## config.mk

```make
export PLATFORM = sky130hd
export DESIGN_NAME = instruction_fetch
export DESIGN_NICKNAME = d
export VERILOG_FILES = /design/src/rtl/instruction_fetch_pkg.sv /design/src/rtl/fetch_queue.sv /design/src/rtl/instruction_fetch.sv
export SDC_FILE = /design/constraint.sdc
export NUM_CORES = 1
export LEC_CHECK = 0
export CORE_ASPECT_RATIO = 0.5
export CORE_MARGIN = 2
export CORE_UTILIZATION = 40
export DETAILED_ROUTE_END_ITERATION = 10
export GPL_TIMING_DRIVEN = 0
export PLACE_DENSITY_LB_ADDON = 0.05
export SLEW_MARGIN = 20
export SYNTH_ARGS = -nofsm -noshare
export SYNTH_HDL_FRONTEND = slang
export SYNTH_SLANG_ARGS = --single-unit
```

## constraint.sdc

```tcl
create_clock -name clk -period 1.9 [get_ports clk]
set_input_delay 0.19 -clock clk [delete_from_list [all_inputs] [get_ports clk]]
set_output_delay 0.19 -clock clk [all_outputs]
set_load 0.005 [all_outputs]
```

## src/rtl/instruction_fetch_pkg.sv

```systemverilog
// rtl/instruction_fetch_pkg.sv - shared FSM encoding and PC constants for instruction fetch
package instruction_fetch_pkg;

  typedef enum logic {
    IDLE = 1'b0,
    RUN  = 1'b1
  } fetch_state_t;

  localparam int PC_STEP  = 4;
  localparam int RESET_PC = 0;

endpackage

```

## src/rtl/fetch_queue.sv

```systemverilog
// rtl/fetch_queue.sv - small FIFO holding fetched {instruction, pc} pairs
module fetch_queue #(
  parameter int WIDTH = 38,
  parameter int DEPTH = 2
) (
  input  logic             clk,
  input  logic             rst_n,
  input  logic             push,
  input  logic             pop,
  input  logic             flush,
  input  logic [WIDTH-1:0] din,
  output logic [WIDTH-1:0] dout,
  output logic             full,
  output logic             empty
);

  localparam int PW = (DEPTH > 1) ? $clog2(DEPTH) : 1;
  localparam int CW = $clog2(DEPTH + 1);

  logic [WIDTH-1:0] mem [DEPTH];
  logic [PW-1:0]    wr_ptr;
  logic [PW-1:0]    rd_ptr;
  logic [CW-1:0]    count;
  logic             do_push;
  logic             do_pop;

  assign full    = (count == CW'(DEPTH));
  assign empty   = (count == '0);
  assign do_pop  = pop && !empty;
  assign do_push = push && (!full || do_pop);
  assign dout    = mem[rd_ptr];

  function automatic logic [PW-1:0] next_ptr(input logic [PW-1:0] p);
    return (p == PW'(DEPTH - 1)) ? '0 : p + PW'(1);
  endfunction

  // Storage is cleared on reset so the head output reads as zero before any fetch.
  always_ff @(posedge clk or negedge rst_n) begin
    if (!rst_n) begin
      for (int i = 0; i < DEPTH; i++) mem[i] <= '0;
      wr_ptr <= '0;
      rd_ptr <= '0;
      count  <= '0;
    end else if (flush) begin
      wr_ptr <= '0;
      rd_ptr <= '0;
      count  <= '0;
    end else begin
      if (do_push) begin
        mem[wr_ptr] <= din;
        wr_ptr      <= next_ptr(wr_ptr);
      end
      if (do_pop) rd_ptr <= next_ptr(rd_ptr);
      count <= count + CW'(do_push) - CW'(do_pop);
    end
  end

endmodule

```

## src/rtl/instruction_fetch.sv

```systemverilog
// rtl/instruction_fetch.sv - PC sequencing, redirect handling and queued delivery of instructions
module instruction_fetch
  import instruction_fetch_pkg::*;
#(
  parameter int BITS        = 32,
  parameter int i_addr_bits = 6,
  parameter int QDEPTH      = 2
) (
  input  logic                   clk,
  input  logic                   rst_n,
  input  logic                   fetch_en,
  output logic [i_addr_bits-3:0] imem_addr,
  input  logic [BITS-1:0]        imem_dout,
  input  logic                   redirect_valid,
  input  logic [i_addr_bits-1:0] redirect_pc,
  output logic [BITS-1:0]        instr,
  output logic [i_addr_bits-1:0] instr_pc,
  output logic                   instr_valid,
  input  logic                   instr_ready
);

  fetch_state_t           state_q;
  fetch_state_t           state_d;
  logic [i_addr_bits-1:0] pc_q;
  logic                   q_full;
  logic                   q_empty;
  logic                   pop;
  logic                   fetch;

  assign imem_addr   = pc_q[i_addr_bits-1:2];
  assign instr_valid = !q_empty;

  // Redirect suppresses both the transfer and the fetch in its cycle.
  assign pop   = instr_valid && instr_ready && !redirect_valid;
  assign fetch = (state_q == RUN) && fetch_en && !redirect_valid && (!q_full || pop);

  always_ff @(posedge clk or negedge rst_n) begin
    if (!rst_n) state_q <= IDLE;
    else        state_q <= state_d;
  end

  always_comb begin
    state_d = state_q;
    if (!redirect_valid) begin
      case (state_q)
        IDLE:    if (fetch_en)  state_d = RUN;
        RUN:     if (!fetch_en) state_d = IDLE;
        default: state_d = IDLE;
      endcase
    end
  end

  always_ff @(posedge clk or negedge rst_n) begin
    if (!rst_n)              pc_q <= i_addr_bits'(RESET_PC);
    else if (redirect_valid) pc_q <= redirect_pc & ~i_addr_bits'(3);
    else if (fetch)          pc_q <= pc_q + i_addr_bits'(PC_STEP);
  end

  fetch_queue #(
    .WIDTH (BITS + i_addr_bits),
    .DEPTH (QDEPTH)
  ) u_queue (
    .clk   (clk),
    .rst_n (rst_n),
    .push  (fetch),
    .pop   (pop),
    .flush (redirect_valid),
    .din   ({imem_dout, pc_q}),
    .dout  ({instr, instr_pc}),
    .full  (q_full),
    .empty (q_empty)
  );

endmodule

```

==> results.sh <==
export IMPL_outcome="finished, violations left"
export IMPL_violations="negative setup slack"
export IMPL_grt_use_met2=0.278
export IMPL_worstPathCellList="buf_12 -> buf_4 -> buf_8 -> mux2_2 -> dlygate4sd2_1"
export IMPL_crit_type="flop to output pin"
export IMPL_crit_arrival_ns=1.72
export IMPL_maxSlewViolCount=0
export IMPL_vias=2396
export IMPL_synth_top_cell_area_share=0.533
export IMPL_busiest_layer="met2"
export IMPL_wirelength_microns=8060
export IMPL_post_route_min_period_ns=1.91
export IMPL_drv_max_cap_violation_count=0
export IMPL_clk_path_buf_depth=2
export IMPL_peakVddDrop_mv=0.508
export IMPL_grt_overflow=0
export IMPL_critPathSlowestCell="dfrtp_2"
export IMPL_drtPass1Iterations=3
export IMPL_drtIter0Drc=39
export IMPL_final_hold_violation_count=0
export IMPL_fp_dieH_microns=72.9
export IMPL_synth_top_cells_by_count="dfrtp_1, mux2_2, mux2_4"
export IMPL_gr_usage_met1=0.210
export IMPL_fin_nets=400
export IMPL_yosys_top_cells_area="dfrtp_1, mux2_2, mux2_4"
export IMPL_ys_ff_latch=81
export IMPL_fp_row_count=25
export IMPL_synth_area_sq_um=3800
export IMPL_p_leak_nw=2.60
export IMPL_slew_headroom=0.583
export IMPL_postSynthCellCount=249
export IMPL_drtAntennaViolNets=0
export IMPL_holdWs_ns=0.409
export IMPL_final_cell_area_sq_um=5390
export IMPL_finalSetupViolCount=1
export IMPL_drt_drc_violations_left=0
export IMPL_core_region_area_sq_um=9350
export IMPL_grt_pass1_vias=2586
export IMPL_drive_gt1_frac=0.431
export IMPL_tritoncts="yes"
export IMPL_htreeDepth=3
export IMPL_grt_setup_unrepaired="true"
export IMPL_grt_max_degree=49
export IMPL_ys_async_sr_fraction=1.00
export IMPL_cts_clk_slew_worst_paths_ns=0.06
export IMPL_min_period_over_period=1.00
export IMPL_power_w=0.00577
export IMPL_setup_ws_ns=-0.00888
export IMPL_post_synth_cell_area_avg_sq_um=15.3
export IMPL_startpoint_type="flop"
export IMPL_cp_startpoint="u_queue.rd_ptr$_DFFE_PN0P_"
export IMPL_insertion_delay_ns=0.33
export IMPL_max_stage_delay_ns=0.42
export IMPL_fin_skew_ns=0.00543
export IMPL_ys_flop_type="dfrtp_1"
export IMPL_cts_root_buf="clkbuf_16"
export IMPL_synth_cell_types=32
export IMPL_cts_sinks=81
export IMPL_synth_edf_count=0
export IMPL_grtUsageMet3=0.0525
export IMPL_hp_class="input port to async pin"
export IMPL_power_density_nw_per_um2=1070
export IMPL_endpoint_kind="output pin"
export IMPL_viasPerCell=4.98
export IMPL_initial_core_util=0.406
export IMPL_dp_hpwl_microns=5480
export IMPL_r2r_slack_ns=0.10
export IMPL_ios=86
export IMPL_pre_cts_slack_ns=-0.360
export IMPL_grt_usage=0.165
export IMPL_yosys_warnings=0
export IMPL_synth_area_leader_cell="dfrtp_1"
export IMPL_cts_inserted_buffers=9
export IMPL_grt_pass1_wl_microns=13000
export IMPL_gp_congestion=0.739
export IMPL_antennaDiodeCount=0
export IMPL_die_w_microns=142
export IMPL_worst_pin_slew_ns=0.626
export IMPL_routedWlPerCell_microns=16.8
export IMPL_clock_fmax_mhz=524
export IMPL_antenna_found_initial=0
export IMPL_dieArea_sq_um=10300
export IMPL_timing_rr_end="u_queue.mem[66]$_DFFE_PN0P_"
export IMPL_r2r_start="u_queue.count[1]$_DFF_PN0_"
export IMPL_synth_seq_area_share=0.533
export IMPL_portBuffers=81
export IMPL_critical_path_required_ns=1.71
export IMPL_reg2reg_depth=5
export IMPL_yosys_cell_count_top_type="dfrtp_1"
export IMPL_dpl_cell_area_sq_um=4780
export IMPL_cp_max_fo=10
export IMPL_areaGrowthSynthToFinish_pct=41.7
## registers in the layout (all words and copies together), names as in the netlist
name,cells
u_queue.count,2
u_queue.rd_ptr,1
state_q,1
pc_q,4
u_queue.wr_ptr,1
u_queue.mem,72
## area by class of cell
cell class                      instances  area (sq um)
Fill cell                             735          3970
Sequential cell                        81          2030
Multi-Input combinational cell        151          1650
Timing Repair Buffer                   95          1040
Clock buffer                           10           239
Tap cell                              121           151
Buffer                                 12           148
Clock inverter                          6           115
Inverter                                5          18.8
## metal layers
metal / part of all wire / vias to the layer above
met1: 0.45 / 1237
met4: 0.0097 / 0
met2: 0.50 / 44
li1: - / 1104
met5: 0 / -
met3: 0.036 / 11
## worst max-delay path: cells and delay by family, from the launching register on
kind	cells	cell delay, ns
buffers and inverters	4	0.67
DFF	1	0.42
muxes	1	0.29
## stage by stage
stage,cells,setup TNS (ns),util
6_report,481,-0.00888,0.576
5_1_grt,481,-0.0486,0.576
4_1_cts,472,-1.98,0.554
3_5_place_dp,453,-19.15,0.512
3_3_place_gp,452,-191.65,0.510
2_1_floorplan,250,0,-
## cells in the final DEF (no fill, tap or decap), types with 8 or more instances in the layout
master	n
dfrtp_1	80
mux2_2	77
clkdlybuf4s50_1	48
mux2_4	30
dlymetal6s2s_1	23
buf_4	11
clkbuf_16	11
clkdlybuf4s15_1	8
## worst max path at each step
stage / to / slack, ns
2_1_floorplan: u_queue.count[1]$_DFF_PN0_ / 0.26
3_3_place_gp: pc_q[5]$_DFFE_PN0P_ / -2.17
3_5_place_dp: instr[30] / -0.36
4_1_cts: instr[20] / -0.1
5_1_grt: instr_pc[3] / -0.05
6_report: instr_pc[3] / -0.009
## power breakdown
part | switching (W) | internal (W)
Combinational | 0.000410 | 0.00100
Sequential | 0.000213 | 0.00213
Clock | 0.000695 | 0.00132
Total | 0.00132 | 0.00445
## cell families after synthesis
kind of cell | after synthesis | synth area share
mux | 109 | 0.353
flops | 81 | 0.533
simple gates | 23 | 0.0464
buf+inv | 18 | 0.0355
compound gates | 14 | 0.0224
fa+ha+maj | 2 | 0.00658
other cells | 1 | 0.000987
xor+xnor | 1 | 0.00230
## repair_timing
action,4_1_cts,5_1_grt
hold endpoints to repair,47,0
cloned,0,2
resized for setup,18,35
pin swaps,0,2
hold buffers,1,0
setup buffers,3,7
endpoints found under the setup margin,36,28
(Power assumes the default switching activity.)
